$ cat config.mk
export PLATFORM = sky130hd
export DESIGN_NAME = fifo_sync_param
export DESIGN_NICKNAME = d
export VERILOG_FILES = /design/src/rtl/fifo_pkg.sv /design/src/rtl/fifo_sync_param_dpram.sv /design/src/rtl/fifo_sync_param.sv
export SDC_FILE = /design/constraint.sdc
export NUM_CORES = 1
export LEC_CHECK = 0
export BUFFER_PORTS_ARGS = -buffer_cell sky130_fd_sc_hd__buf_2
export CAP_MARGIN = 20
export CORE_UTILIZATION = 68
export CTS_BUF_LIST = sky130_fd_sc_hd__clkbuf_4
export DETAILED_ROUTE_END_ITERATION = 10
export PLACE_DENSITY = 0.87
export SLEW_MARGIN = 20
export SYNTH_ARGS = -nofsm -noshare
export SYNTH_HDL_FRONTEND = slang
export SYNTH_SLANG_ARGS = --single-unit
$ cat constraint.sdc
create_clock -name clk -period 4.9 [get_ports clk]
set_input_delay 0.245 -clock clk [delete_from_list [all_inputs] [get_ports clk]]
set_output_delay 0.245 -clock clk [all_outputs]
set_load 0.05 [all_outputs]
$ cat src/rtl/fifo_pkg.sv
// fifo_pkg: shared constants and helpers for the single-clock FIFO family.
//   clog2             - constant function; returns the address width for a depth
//   FIFO_STD/FIFO_FWFT - read-mode selectors for the FWFT parameter
//   default_af_thresh  - default almost-full threshold (DEPTH-2)
//   DEFAULT_AE_THRESH  - default almost-empty threshold
package fifo_pkg;

  localparam int FIFO_STD  = 0;
  localparam int FIFO_FWFT = 1;

  localparam int DEFAULT_AE_THRESH = 2;

  // Ceiling log2. Used at elaboration time to size pointers and addresses.
  function automatic int clog2(input int value);
    int result;
    int rem;
    result = 0;
    rem    = value - 1;
    while (rem > 0) begin
      result = result + 1;
      rem    = rem >> 1;
    end
    return result;
  endfunction

  function automatic int default_af_thresh(input int depth);
    return depth - 2;
  endfunction

endpackage

$ cat src/rtl/fifo_sync_param_dpram.sv
// dpram_1clk: single-clock dual-port RAM used as FIFO storage.
//   clk     - sole clock
//   wr_en   - write strobe; wr_data is stored at wr_addr on the rising edge
//   rd_en   - read strobe; mem[rd_addr] is registered onto rd_data
//   rd_data - registered read data, holds its value while rd_en is low
// No reset: contents and the read register power up undefined.
module dpram_1clk
  import fifo_pkg::*;
#(
  parameter int  WIDTH = 8,
  parameter int  DEPTH = 16,
  localparam int AW    = clog2(DEPTH)
) (
  input  logic             clk,
  input  logic             wr_en,
  input  logic [AW-1:0]    wr_addr,
  input  logic [WIDTH-1:0] wr_data,
  input  logic             rd_en,
  input  logic [AW-1:0]    rd_addr,
  output logic [WIDTH-1:0] rd_data
);

  logic [WIDTH-1:0] mem [DEPTH];
  logic [WIDTH-1:0] rd_data_q;

  // The FIFO never reads and writes the same address on one edge, so
  // read-during-write behaviour does not matter here.
  always_ff @(posedge clk) begin
    if (wr_en) begin
      mem[wr_addr] <= wr_data;
    end
    if (rd_en) begin
      rd_data_q <= mem[rd_addr];
    end
  end

  assign rd_data = rd_data_q;

endmodule

$ cat src/rtl/fifo_sync_param.sv
// fifo_sync_param: parametrised single-clock FIFO with occupancy count,
// almost-full/almost-empty thresholds, sticky error flags and an optional
// first-word-fall-through read mode.
//   clk, rst_n          - clock and synchronous active-low reset
//   wr_en, wr_data      - write request and data
//   rd_en               - read request (FWFT: pop of the word on rd_data)
//   rd_data             - read data
//   empty, full         - no readable word / usedw == DEPTH
//   almost_full/_empty  - usedw >= AF_THRESH / usedw <= AE_THRESH
//   usedw               - words accepted and not yet read, 0..DEPTH
//   overflow, underflow - sticky error flags, cleared by clr_err
module fifo_sync_param
  import fifo_pkg::*;
#(
  parameter int  WIDTH     = 8,
  parameter int  DEPTH     = 16,
  parameter int  FWFT      = FIFO_STD,
  parameter int  AF_THRESH = default_af_thresh(DEPTH),
  parameter int  AE_THRESH = DEFAULT_AE_THRESH,
  localparam int AW        = clog2(DEPTH)
) (
  input  logic             clk,
  input  logic             rst_n,
  input  logic             wr_en,
  input  logic [WIDTH-1:0] wr_data,
  input  logic             rd_en,
  output logic [WIDTH-1:0] rd_data,
  output logic             empty,
  output logic             full,
  output logic             almost_full,
  output logic             almost_empty,
  output logic [AW:0]      usedw,
  output logic             overflow,
  output logic             underflow,
  input  logic             clr_err
);

  localparam logic [AW:0] ONE_W   = (AW+1)'(1);
  localparam logic [AW:0] DEPTH_W = (AW+1)'(DEPTH);
  localparam logic [AW:0] AF_W    = (AW+1)'(AF_THRESH);
  localparam logic [AW:0] AE_W    = (AW+1)'(AE_THRESH);
  localparam bit          IS_FWFT = (FWFT == FIFO_FWFT);

  logic [AW:0]      wr_ptr_q, wr_ptr_d;
  logic [AW:0]      rd_ptr_q, rd_ptr_d;
  logic [AW:0]      usedw_q, usedw_d;
  logic             empty_q, empty_d;
  logic             full_q, full_d;
  logic             almost_full_q, almost_full_d;
  logic             almost_empty_q, almost_empty_d;
  logic             overflow_q, overflow_d;
  logic             underflow_q, underflow_d;
  logic             out_valid_q, out_valid_d;
  logic             loaded_q, loaded_d;

  logic             wr_acc;
  logic             rd_acc;
  logic             ram_has_data;
  logic             ram_rd_en;
  logic [WIDTH-1:0] ram_rd_data;

  // Next-state logic. Accept decisions look only at registered flags so the
  // producer and consumer see a clean, edge-aligned handshake.
  always_comb begin
    wr_acc       = wr_en & ~full_q;
    rd_acc       = rd_en & ~empty_q;
    ram_has_data = (wr_ptr_q != rd_ptr_q);

    // In FWFT mode rd_ptr tracks the RAM side only: the output register is
    // refilled whenever it is empty or being popped and the RAM holds a word.
    if (IS_FWFT) begin
      ram_rd_en = ram_has_data & (~out_valid_q | rd_acc);
    end else begin
      ram_rd_en = rd_acc;
    end

    wr_ptr_d = wr_ptr_q + (wr_acc ? ONE_W : '0);
    rd_ptr_d = rd_ptr_q + (ram_rd_en ? ONE_W : '0);

    usedw_d = usedw_q;
    if (wr_acc && !rd_acc) begin
      usedw_d = usedw_q + ONE_W;
    end else if (!wr_acc && rd_acc) begin
      usedw_d = usedw_q - ONE_W;
    end

    out_valid_d = ram_rd_en | (out_valid_q & ~rd_acc);
    loaded_d    = loaded_q | ram_rd_en;

    // Standard mode uses the extra pointer bit to tell full from empty; in
    // FWFT mode the prefetched word lives outside the RAM, so the count is
    // the authority.
    if (IS_FWFT) begin
      full_d  = (usedw_d == DEPTH_W);
      empty_d = ~out_valid_d;
    end else begin
      full_d  = (wr_ptr_d[AW] != rd_ptr_d[AW]) &&
                (wr_ptr_d[AW-1:0] == rd_ptr_d[AW-1:0]);
      empty_d = (wr_ptr_d == rd_ptr_d);
    end

    almost_full_d  = (usedw_d >= AF_W);
    almost_empty_d = (usedw_d <= AE_W);

    // A new error in the same cycle as clr_err must not be lost.
    overflow_d  = clr_err ? 1'b0 : overflow_q;
    underflow_d = clr_err ? 1'b0 : underflow_q;
    if (wr_en && full_q) begin
      overflow_d = 1'b1;
    end
    if (rd_en && empty_q) begin
      underflow_d = 1'b1;
    end
  end

  // State registers with synchronous reset; reset discards all contents.
  always_ff @(posedge clk) begin
    if (!rst_n) begin
      wr_ptr_q       <= '0;
      rd_ptr_q       <= '0;
      usedw_q        <= '0;
      empty_q        <= 1'b1;
      full_q         <= 1'b0;
      almost_full_q  <= 1'b0;
      almost_empty_q <= 1'b1;
      overflow_q     <= 1'b0;
      underflow_q    <= 1'b0;
      out_valid_q    <= 1'b0;
      loaded_q       <= 1'b0;
    end else begin
      wr_ptr_q       <= wr_ptr_d;
      rd_ptr_q       <= rd_ptr_d;
      usedw_q        <= usedw_d;
      empty_q        <= empty_d;
      full_q         <= full_d;
      almost_full_q  <= almost_full_d;
      almost_empty_q <= almost_empty_d;
      overflow_q     <= overflow_d;
      underflow_q    <= underflow_d;
      out_valid_q    <= out_valid_d;
      loaded_q       <= loaded_d;
    end
  end

  // RAM strobes are gated with reset so requests during reset have no effect.
  dpram_1clk #(
    .WIDTH (WIDTH),
    .DEPTH (DEPTH)
  ) u_ram (
    .clk     (clk),
    .wr_en   (wr_acc & rst_n),
    .wr_addr (wr_ptr_q[AW-1:0]),
    .wr_data (wr_data),
    .rd_en   (ram_rd_en & rst_n),
    .rd_addr (rd_ptr_q[AW-1:0]),
    .rd_data (ram_rd_data)
  );

  // The RAM read register has no reset; mask it until the first word has
  // been loaded since reset so rd_data reads as zero after reset.
  assign rd_data      = loaded_q ? ram_rd_data : '0;
  assign empty        = empty_q;
  assign full         = full_q;
  assign almost_full  = almost_full_q;
  assign almost_empty = almost_empty_q;
  assign usedw        = usedw_q;
  assign overflow     = overflow_q;
  assign underflow    = underflow_q;

endmodule

==> flow_summary.ini <==
[placed_design]
port_buffers = 31
hpwl_um = 7650
place_congestion = 0.833

[drt]
drcViolationCount = 0
dr.pass1.iters = 8
postRouteAntennaNets = 0
drt_iter0_drc = 293
wl_per_cell_um = 23.4
vias = 3139
routed_wl_um = 11400
routed_via_density = 6.45

[clock_tree]
postCtsSetupRepairBufs = 0
clk-insertion-delay-late_ps = 520
clock-root-buffer = clkbuf_4
htreeDepth = 4
cts_sinks = 158
post_cts_resized = 0
cts_tree = done
clk_pin_slew_worst_paths_ps = 130
tritoncts.num_buffers = 17
cts_buffer_depth = 2

[sta]
setup_violations = 0
final-max-slew-violation-count = 0
layout_min_cycle_time_ps = 2570
hold_viol = 0
clock.fmax_mhz = 389
fin_crit_sh_pct = 52.4
finClkSkew_ps = 22.4
maxSlewHeadroom_pct = 30.4
fin_tns_setup_ps = 0
worstMarginPinSlew_ps = 1040
rsz0062_at_grt = false

[grt]
antenna_found_initial = 0
grt_overflow = 0
grt_max_degree = 34
first_global_vias = 3132
use_met2_pct = 39.7
grt_usage_pct = 25.5
grtUsageMet3_pct = 6.30
grt_pass1_wl_um = 17200
busiest_layer = met2
use_met1_pct = 35.5

[setup_path]
crit_fanout = 33
cp_data_arrival_time_ps = 3020
end_kind = register
start_kind = register
worst-r2r-setup-slack_ps = 2330
critPathKind = reg2reg
worstPathRequired_ps = 5350

[pwr]
powerDensity_nw_per_um2 = 384
p_leak_nw = 2.32
p_total_mw = 2.64
peakVddDrop_uv = 261

[die]
core_area_um2 = 8850
start_util_pct = 71.3
ios = 32
die_width_um = 98.3
num_rows = 34
die_y_um = 98.3
die-area_um2 = 9670

[final_layout]
nets = 385
synthToLayoutAreaGrowth_pct = 8.66
antenna_cells = 0
drive_gt1_share_pct = 22.7
final_cell_mix = edfxtp_1 (136), buf_2 (32), mux4_1 (24)
final_common_cell = edfxtp_1
n_fill_cell = 457

[synthesis]
yosys_warnings = 0
syn_nets = 342
netlist_area_um2 = 6310
synth_edf_count = 136
yosys.area.top_type = edfxtp_1
yosys-top-cells-area = edfxtp_1 (65%), mux4_1 (10%), dfxtp_1 (7.0%)
synthArstFlopShare_pct = 0
ys_ff_latch = 158
synthesis.instances = 323
synth-seq-area-share_pct = 71.7
synth_cell_type_count = 38
synth_ff_type = edfxtp_1
syn_avg_cell_area_um2 = 19.5
yosys.area.top_type_share_pct = 64.7

[job]
cap_viol_max_count = 0

[min_path]
hp-class = in2reg

[outcome]
status = finished clean
## sequential cells by signal, summed over array words and instances (netlist names)
| signal | flops |
|---|---|
| underflow | 1 |
| almost_empty | 1 |
| rd_ptr_q | 5 |
| loaded_q | 1 |
| overflow | 1 |
| full | 1 |
| almost_full | 1 |
| usedw | 5 |
| empty | 1 |
| u_ram.rd_data | 8 |
| u_ram.mem | 128 |
| wr_ptr_q | 5 |
## final timing paths
path	startpoint	to	cells after the start
min reg2reg	underflow$_SDFFE_PN0P_	underflow$_SDFFE_PN0P_	2
max reg2reg	rd_ptr_q[0]$_SDFF_PN0_	empty$_SDFF_PN1_	6
min	clr_err	underflow$_SDFFE_PN0P_	4
max	rd_ptr_q[0]$_SDFF_PN0_	empty$_SDFF_PN1_	6
## Yosys cell counts (5+ instances only)
cell type  number
nand2_1         7
ha_1            6
edfxtp_1      136
nor2b_1         6
xor2_1         11
and2_1         18
clkbuf_1        5
mux4_2         16
nand3_1         6
nor2_1         19
mux4_1         24
dfxtp_1        22
nor3_1          7
## critical path, stage by stage, from the launching register on
cell and delay (ps):
dfxtp_2 1030, ha_1 310, ha_1 180, xor2_1 210, xor2_1 80, or4_1 550, o21ai_1 140
## metrics by stage
step / std cells / instance area [µm²] / util (%) / setup WS (ps) / hold slack, ps
floorplan: 323 / 6310 / - / 2580 / 344
global placement: 452 / 6530 / 73.8 / 2370 / 496
detailed placement: 453 / 6530 / 73.8 / 2320 / 511
CTS: 487 / 6860 / 77.5 / 2280 / 33.3
global route: 487 / 6860 / 77.5 / 2170 / 39.1
finish: 487 / 6860 / 77.5 / 2330 / 88.0
## final cells by class
| class | count | area (µm²) | area share [%] |
|---|---|---|---|
| Sequential cell | 158 | 4530 | 66.0 |
| Multi-Input combinational cell | 146 | 1660 | 24.3 |
| Timing Repair Buffer | 38 | 210 | 3.06 |
| Clock inverter | 15 | 178 | 2.59 |
| Tap cell | 108 | 135 | 1.97 |
| Clock buffer | 17 | 128 | 1.86 |
| Inverter | 5 | 18.8 | 0.274 |
## metal layers
metal,wire [µm],vias up
li1,-,1393
met5,0,-
met2,5560,177
met3,936,20
met1,4630,1549
met4,253,0
## cells by family (layout without fill, tap and decap cells)
group	Yosys count	after routing	synth area share [%]
DFF	158	158	71.7
muxes	40	40	15.7
and+or+nand+nor	72	72	5.87
adders and majority gates	6	6	1.19
xor gates and xnor gates	14	14	1.94
AOI/OAI and AO/OA	14	14	1.67
buffers and inverters	19	75	1.96
## timing repair
| item | 4_1_cts | 5_1_grt |
|---|---|---|
| hold endpoints to repair | 2 | 0 |
| endpoints found under the setup margin | 0 | 0 |
| hold buffers | 2 | 0 |
## report_power, final
part	internal (mW)	leakage, nW	switching, mW
sequential	1.49	1.41	0.0477
combinational	0.126	0.758	0.170
clock	0.319	0.154	0.482
(Power assumes the default switching activity.)
